$ cat src/rtl/collision_pkg.sv
// rtl/collision_pkg.sv - shared types and constants for the collision reader
package collision_pkg;

  localparam int EDGE_LEFT   = 3;
  localparam int EDGE_TOP    = 2;
  localparam int EDGE_RIGHT  = 1;
  localparam int EDGE_BOTTOM = 0;

  typedef logic [3:0] edge_code_t;

  typedef enum logic [1:0] {
    IDLE   = 2'd0,
    SCAN   = 2'd1,
    REPORT = 2'd2
  } coll_state_t;

endpackage

$ cat src/rtl/lowest_index_encoder.sv
// rtl/lowest_index_encoder.sv - combinational priority encoder, lowest set bit wins
module lowest_index_encoder #(
  parameter int WIDTH = 4,
  parameter int IDX_W = (WIDTH > 1) ? $clog2(WIDTH) : 1
) (
  input  logic [WIDTH-1:0] req_i,
  output logic [IDX_W-1:0] idx_o
);

  // Scanning downward lets the lowest set bit overwrite any higher one.
  always_comb begin
    idx_o = '0;
    for (int i = WIDTH - 1; i >= 0; i--) begin
      if (req_i[i]) begin
        idx_o = IDX_W'(i);
      end
    end
  end

endmodule

$ cat src/rtl/collision_edge_detector.sv
// rtl/collision_edge_detector.sv - per-frame player/target overlap accumulator and reporter
module collision_edge_detector
  import collision_pkg::*;
#(
  parameter  int NUM_TARGETS = 4,
  parameter  int COUNT_W     = 8,
  localparam int IDX_W       = (NUM_TARGETS > 1) ? $clog2(NUM_TARGETS) : 1
) (
  input  logic                   clk,
  input  logic                   resetN,
  input  logic                   startOfFrame,
  input  logic                   enable,
  input  logic                   playerDrawingRequest,
  input  logic [3:0]             playerHitEdgeCode,
  input  logic [NUM_TARGETS-1:0] targetDrawingRequest,
  output logic                   collision,
  output logic [3:0]             collisionEdgeCode,
  output logic [NUM_TARGETS-1:0] collisionTargetMask,
  output logic [IDX_W-1:0]       firstTarget,
  output logic [COUNT_W-1:0]     overlapCount
);

  coll_state_t            state_q, state_d;
  edge_code_t             edge_acc_q, edge_acc_d;
  logic [NUM_TARGETS-1:0] mask_acc_q, mask_acc_d;
  logic [IDX_W-1:0]       first_acc_q, first_acc_d;
  logic [COUNT_W-1:0]     cnt_acc_q, cnt_acc_d;

  logic                   collision_q, collision_d;
  edge_code_t             edge_out_q, edge_out_d;
  logic [NUM_TARGETS-1:0] mask_out_q, mask_out_d;
  logic [IDX_W-1:0]       first_out_q, first_out_d;
  logic [COUNT_W-1:0]     count_out_q, count_out_d;

  logic                   overlap;
  logic                   accumulate;
  logic [IDX_W-1:0]       lowest_idx;

  lowest_index_encoder #(
    .WIDTH (NUM_TARGETS),
    .IDX_W (IDX_W)
  ) u_lowest_index_encoder (
    .req_i (targetDrawingRequest),
    .idx_o (lowest_idx)
  );

  assign overlap = enable & playerDrawingRequest & (|targetDrawingRequest);

  // IDLE only listens once the first frame boundary arrives.
  assign accumulate = overlap & ((state_q != IDLE) | startOfFrame);

  always_comb begin
    state_d     = state_q;
    edge_acc_d  = edge_acc_q;
    mask_acc_d  = mask_acc_q;
    first_acc_d = first_acc_q;
    cnt_acc_d   = cnt_acc_q;
    collision_d = 1'b0;
    edge_out_d  = edge_out_q;
    mask_out_d  = mask_out_q;
    first_out_d = first_out_q;
    count_out_d = count_out_q;

    case (state_q)
      IDLE: begin
        if (startOfFrame) begin
          state_d = SCAN;
        end
      end
      SCAN, REPORT: begin
        state_d = SCAN;
        if (startOfFrame && (cnt_acc_q != '0)) begin
          state_d     = REPORT;
          collision_d = 1'b1;
          edge_out_d  = edge_acc_q;
          mask_out_d  = mask_acc_q;
          first_out_d = first_acc_q;
          count_out_d = cnt_acc_q;
        end
      end
      default: state_d = IDLE;
    endcase

    // A frame boundary clears first, so a coincident overlap opens the new frame.
    if (startOfFrame) begin
      edge_acc_d  = '0;
      mask_acc_d  = '0;
      first_acc_d = '0;
      cnt_acc_d   = '0;
    end

    if (accumulate) begin
      edge_acc_d = edge_acc_d | playerHitEdgeCode;
      mask_acc_d = mask_acc_d | targetDrawingRequest;
      if (cnt_acc_d == '0) begin
        first_acc_d = lowest_idx;
      end
      if (cnt_acc_d != '1) begin
        cnt_acc_d = cnt_acc_d + COUNT_W'(1);
      end
    end
  end

  always_ff @(posedge clk or negedge resetN) begin
    if (!resetN) begin
      state_q     <= IDLE;
      edge_acc_q  <= '0;
      mask_acc_q  <= '0;
      first_acc_q <= '0;
      cnt_acc_q   <= '0;
      collision_q <= 1'b0;
      edge_out_q  <= '0;
      mask_out_q  <= '0;
      first_out_q <= '0;
      count_out_q <= '0;
    end else begin
      state_q     <= state_d;
      edge_acc_q  <= edge_acc_d;
      mask_acc_q  <= mask_acc_d;
      first_acc_q <= first_acc_d;
      cnt_acc_q   <= cnt_acc_d;
      collision_q <= collision_d;
      edge_out_q  <= edge_out_d;
      mask_out_q  <= mask_out_d;
      first_out_q <= first_out_d;
      count_out_q <= count_out_d;
    end
  end

  assign collision           = collision_q;
  assign collisionEdgeCode   = edge_out_q;
  assign collisionTargetMask = mask_out_q;
  assign firstTarget         = first_out_q;
  assign overlapCount        = count_out_q;

endmodule

$ cat config.mk
export PLATFORM = sky130hd
export DESIGN_NAME = collision_edge_detector
export DESIGN_NICKNAME = d
export VERILOG_FILES = /design/src/rtl/collision_pkg.sv /design/src/rtl/lowest_index_encoder.sv /design/src/rtl/collision_edge_detector.sv
export SDC_FILE = /design/constraint.sdc
export NUM_CORES = 1
export LEC_CHECK = 0
export ABC_AREA = 0
export BUFFER_PORTS_ARGS = -buffer_cell sky130_fd_sc_hd__buf_4
export CAP_MARGIN = 20
export CORE_MARGIN = 2
export CORE_UTILIZATION = 30
export CTS_CLUSTER_DIAMETER = 100
export DETAILED_ROUTE_END_ITERATION = 10
export SLEW_MARGIN = 20
export SYNTH_ARGS = -nofsm -noshare
export SYNTH_HDL_FRONTEND = slang
export SYNTH_SLANG_ARGS = --single-unit
$ cat constraint.sdc
create_clock -name clk -period 3.09 [get_ports clk]
set_clock_uncertainty 0.1 [all_clocks]
set_input_delay 0.4635 -clock clk [delete_from_list [all_inputs] [get_ports clk]]
set_output_delay 0.4635 -clock clk [all_outputs]
set_load 0.02 [all_outputs]
Yosys cells after proc, flatten, opt, wreduce, memory -nomap -nowiden
Index checks and enable logic that the tools add are counted.
Widths: inputs -> output; s select.
{ "totals": {"output_inout_bits": 19, "register_bits": 39} }
{ "op_classes": {"addsub": 1, "bitwise": 6, "mux": 19, "n_reduce_logical": 8, "eq_ne": 4} }
{ "op_table": {"columns": ["operator", "count"], "rows": [
  ["$mux 8", 3],
  ["$mux 2", 9],
  ["$mux 4", 4],
  ["$add 8x1->8 const B", 1],
  ["$logic_not 8->1", 1],
  ["$ne 8x8->1 const B", 1],
  ["$or 4x4->4", 2],
  ["$reduce_bool 8->1", 1],
  ["$pmux 2 s2", 1],
  ["$reduce_or 4->1", 1],
  ["$and 1x1->1", 3],
  ["$eq 2x1->1 const B", 1],
  ["$eq 2x2->1 const B", 1],
  ["$logic_not 2->1", 1],
  ["$mux 1", 2],
  ["$ne 2x2->1 const B", 1],
  ["$reduce_and 2->1", 1],
  ["$reduce_bool 2->1", 1],
  ["$reduce_or 2->1", 1],
  ["$logic_and 1x1->1", 1],
  ["$or 1x1->1", 1]
]} }

Logic depth before layout (Yosys ltp)
{ "logic_depth": {"depth_word": 6, "mapped_depth": 7, "ltp_nobuf": 6} }

By module
A second synthesis with hierarchy kept.
{ "unflattened": {"cells_unflattened": 153, "hier_area_um2": 1765.4} }
{ "by_module_without_submodules": {"columns": ["mod", "area_each_um2", "instances", "cells_each"], "rows": [
  ["collision_edge_detector", 1737.9, 1, 148],
  ["lowest_index_encoder", 27.5, 1, 5]
]} }

Worst setup path before layout
No wires, ideal clock.
{ "synth_timing": {"path_kind": "register -> register", "start": "reg state_q[0]", "end": "reg cnt_acc_q[1]", "required_ps": 2911, "stages_incl_launch_ff": 8, "path_slack_ps": 1265, "period_less_slack_ps": 1825, "t_arrival_ps": 1645, "n_path_buf": 1, "cell_sequence": "dfrtp_1 > inv_1 > ha_1 > nor2b_1 > nor3_1 > buf_2 > o31a_1 > mux2i_1"} }
{ "synth_between": {"elab_chain_len": 4} }
{ "synth_rtl": {"columns": ["item", "line", "source"], "rows": [
  ["start: declaration", "collision_edge_detector.sv:23", "coll_state_t state_q, state_d;"],
  ["start signal: assignment", "collision_edge_detector.sv:117", "state_q <= state_d;"],
  ["$reduce_bool 2->1", "collision_edge_detector.sv:50", "assign accumulate = overlap & ((state_q != IDLE) | startOfFrame);"],
  ["$or 1x1->1", "collision_edge_detector.sv:50", null],
  ["$and 1x1->1", "collision_edge_detector.sv:50", null],
  ["$mux 8", "collision_edge_detector.sv:92", "if (accumulate) begin"],
  ["via cnt_acc_d[1]", "collision_edge_detector.sv:27", "logic [COUNT_W-1:0] cnt_acc_q, cnt_acc_d;"],
  ["end signal: assignment", "collision_edge_detector.sv:121", "cnt_acc_q <= cnt_acc_d;"],
  ["end: declaration", "collision_edge_detector.sv:27", null]
]} }
The timed path passes the listed nets, and every way through them passes these cells.
A chain may end at the register's enable or synchronous reset.

Final worst setup path
{ "layout_timing": {"start": "reg state_q[1]", "end": "reg edge_out_q[0], in the netlist collisionEdgeCode[0]"} }
{ "layout_between": {"elab_chain_len": 3, "elab_cells_between_ends": 4, "cone_classes": "eq/ne (2); reduce/logical (2)"} }
{ "layout_rtl": {"columns": ["item", "line", "source"], "rows": [
  ["$eq 2x1->1 or $eq 2x2->1 (tied branches)", "collision_edge_detector.sv:64", "case (state_q)"],
  ["$reduce_or 2->1 (*)", "collision_edge_detector.sv:64", null],
  ["$reduce_and 2->1 (no source line) (*)", null, null],
  ["end signal: assignment", "collision_edge_detector.sv:123", "edge_out_q <= edge_out_d;"],
  ["end: declaration", "collision_edge_detector.sv:30", "edge_code_t edge_out_q, edge_out_d;"]
]} }
Mark *: on every way between the ends. The rest lies on a longest branch, timed or not.

==> key figures <==
Run status
  – Outcome: completed

Cells and area
  – Share of post-route cells with drive strength above 1: 37.93%
  – Fillcell total: 572
  – Footprint of the multi-input gates: 745.7 sq um
  – Finished Cell Area: 2201 sq um
  – Sequential Area: 975.9 sq um
  – Inserted Diodes: 0
  – Nets: 189
  – Area Growth Syn to Fin: 22.92%

Critical path
  – Crit. End Element: flip-flop
  – CP top delay family: compound AO/OA/AOI/OAI gates
  – Worst path most repeated cell: inv_1
  – CP Cell Sequence: inv_1, ha_1, inv_1, a211oi_4, buf_4, mux2_4
  – Setup crit end: collisionEdgeCode[0]$_DFFE_PN0P_
  – Stages on worst setup path: 6
  – Slowest CP cell: a211oi_4
  – Crit path from: state_q[1]$_DFFE_PN0N_
  – Critical path startpoint category: flip-flop
  – CP arrival: 2140 ps
  – Worst Path Required: 3160 ps
  – R2R Path End: collisionEdgeCode[0]$_DFFE_PN0P_
  – Crit Path Category: reg2reg
  – FF-to-FF Start: state_q[1]$_DFFE_PN0N_
  – Worst path buffer plus inverter count: 3
  – R2R setup slack: 1020 ps
  – CP peak stage delay: 470 ps
  – Worst Reg-to-Reg Cells: 6
  – CP Max Fanout: 7

Clock network
  – Inserted Clock Buffers: 5
  – CTS tree: yes
  – Clk slew on worst S/H paths: 80 ps
  – Post-CTS setup repair buffer count: 0
  – Clk buf depth: 2
  – Root Driver: clkbuf_8
  – Clk sinks: 39
  – H-tree Lvls: 2
  – Clk Latency, worst-skew pair: 290 ps
  – Hold_buf cts: 0
  – # resized after CTS: 0

Pwr
  – VDD IR max: 0.0003995 V
  – P_leak: 1.015 nW
  – PD cells: 686.0 nW/um^2

Floorplanning
  – Die width: 81.26 um
  – Die ar.: 6602 sq um
  – Starting Density: 30.60%
  – Core ar.: 5851 sq um
  – Placement row count: 28
  – Die Height: 81.26 um
  – I/O pin count: 32

Synthesis
  – Unique masters post-synth: 37
  – Synth area leaders: dfrtp_1 55%, mux2_4 15%, a22o_1 4.4%
  – Post-synth EDFFs: 0
  – Synth Instances: 138
  – Post-synth design cell area: 1790 sq um
  – Ys async rst share: 100.0%
  – Synth warnings: 0
  – Syn Nets: 154
  – Post-synth top cells: 39 x dfrtp_1, 18 x mux2_4, 10 x inv_1
  – #FFs+latches synth: 39
  – Register area share after synthesis: 54.51%
  – Synth area leader: dfrtp_1
  – Most frequent cell after synthesis: dfrtp_1
  – Syn_area_per_cell: 12.97 sq um
  – Ys flop type: dfrtp_1
  – Yosys top cell area share: 54.51%

STA
  – Setup TNS: 0 ps
  – Final min period: 2066 ps
  – Final hold vios: 0
  – Worst rel slew slack: 66.35%
  – Final cycle utilization of the critical path: 66.85%
  – Worst Tran Pin Value: 503.2 ps
  – RSZ-0062 raised after global routing: no
  – Final hold slack: 28.20 ps
  – Final Setup Violations: 0
  – Max Freq: 484.1 MHz
  – Slew Viols, Final: 0

Global routing
  – Largest net degree at the start of global routing: 40
  – First-pass GRT wire length: 5.796 mm
  – Initial antenna violation count: 0
  – All-Layer GR Usage: 11.77%
  – Vias in the first global route: 1187
  – Grt ovf: 0

Place
  – Post-Place Cell Area: 2108 sq um
  – Number of I/O port buffers: 31
  – Final HPWL DP: 2.473 mm
  – Routability cong.: 0.8039

Hold path
  – Worst Hold Class: in2async

Detailed routing
  – DR iter-0 viols: 81
  – Via count: 1185
  – Drt via density: 4.759
  – Routed WL per cell: 13.76 um
  – Iteration count of the initial detailed-routing pass: 4
  – Post-DRT Antenna Nets: 0
  – Routed WL: 3.426 mm
  – DRC Markers: 0

Run
  – Max-cap violation count: 0
-- layer usage --
metal	GRT usage (%)	routed length, um
met2	17.27	1599
met1	16.45	1622
met4	4.407	30
met5	0	0
met3	3.333	173
-- flip-flops by register name, summed over array words and instances, names as in the netlist --
| signal | count |
|---|---|
| state_q | 2 |
| mask_acc_q | 4 |
| overlapCount | 8 |
| collision | 1 |
| collisionEdgeCode | 4 |
| firstTarget | 2 |
| cnt_acc_q | 8 |
| collisionTargetMask | 4 |
| first_acc_q | 2 |
| edge_acc_q | 4 |
-- worst min path at each step --
stage / to / slack [ps]
finish: collisionTargetMask[0]$_DFFE_PN0P_ / 30
detailed placement: overlapCount[4]$_DFFE_PN0P_ / 370
global placement: overlapCount[1]$_DFFE_PN0P_ / 360
global route: collisionTargetMask[0]$_DFFE_PN0P_ / 60
CTS: cnt_acc_q[1]$_DFF_PN0_ / 50
floorplan: cnt_acc_q[0]$_DFF_PN0_ / 70
-- stage by stage --
stage / total power [W] / setup slack, ps / std cells / utilization [%]
after CTS: 0.001530 / 1002 / 249 / 37.62
after global routing: 0.001597 / 905.3 / 249 / 37.62
after floorplan: 0.0009893 / 1265 / 138 / -
final: 0.001510 / 1024 / 249 / 37.62
after detailed placement: 0.001173 / 891.5 / 241 / 36.04
after global placement: 0.001165 / 937.6 / 241 / 36.04
-- power by group --
group / total (W) / switching, W / internal, W / leakage (nW)
Combinational: 0.000491 / 0.000239 / 0.000252 / 0.447
Clock: 0.000351 / 0.000190 / 0.000161 / 0.0408
Sequential: 0.000668 / 0.0000621 / 0.000606 / 0.527
Total: 0.00151 / 0.000491 / 0.00102 / 1.01
-- layout make-up --
cell class / instances / share of cell area (%)
Multi-Input combinational cell: 83 / 33.88
Timing Repair Buffer: 34 / 11.60
Inverter: 10 / 1.706
Clock buffer: 5 / 3.127
Clock inverter: 3 / 1.080
Sequential cell: 39 / 44.34
Tap cell: 75 / 4.264
-- kinds of logic after synthesis --
group / Yosys count / synth area share [%]
AOI/OAI and AO/OA: 30 / 12.58
xor gates and xnor gates: 1 / 0.4893
adders and majority gates: 3 / 2.097
buffers and inverters: 16 / 4.263
DFF: 39 / 54.51
muxes: 19 / 15.65
and+or+nand+nor: 30 / 10.41
-- cells in the final DEF, fill, tap and decap left out, types with 2 or more instances in the layout --
cell type    n
a21oi_1      5
a22o_1       9
a31oi_1      3
buf_4       34
clkbuf_8     5
clkinvlp_4   2
dfrtp_1     39
ha_1         3
inv_1       10
mux2_4      18
nand2_1      6
nand3_1      3
nand4b_1     2
nor2_1       7
nor2b_1      2
nor3_1       2
o211ai_1     2
o21ai_0      3
(Power assumes the default switching activity.)
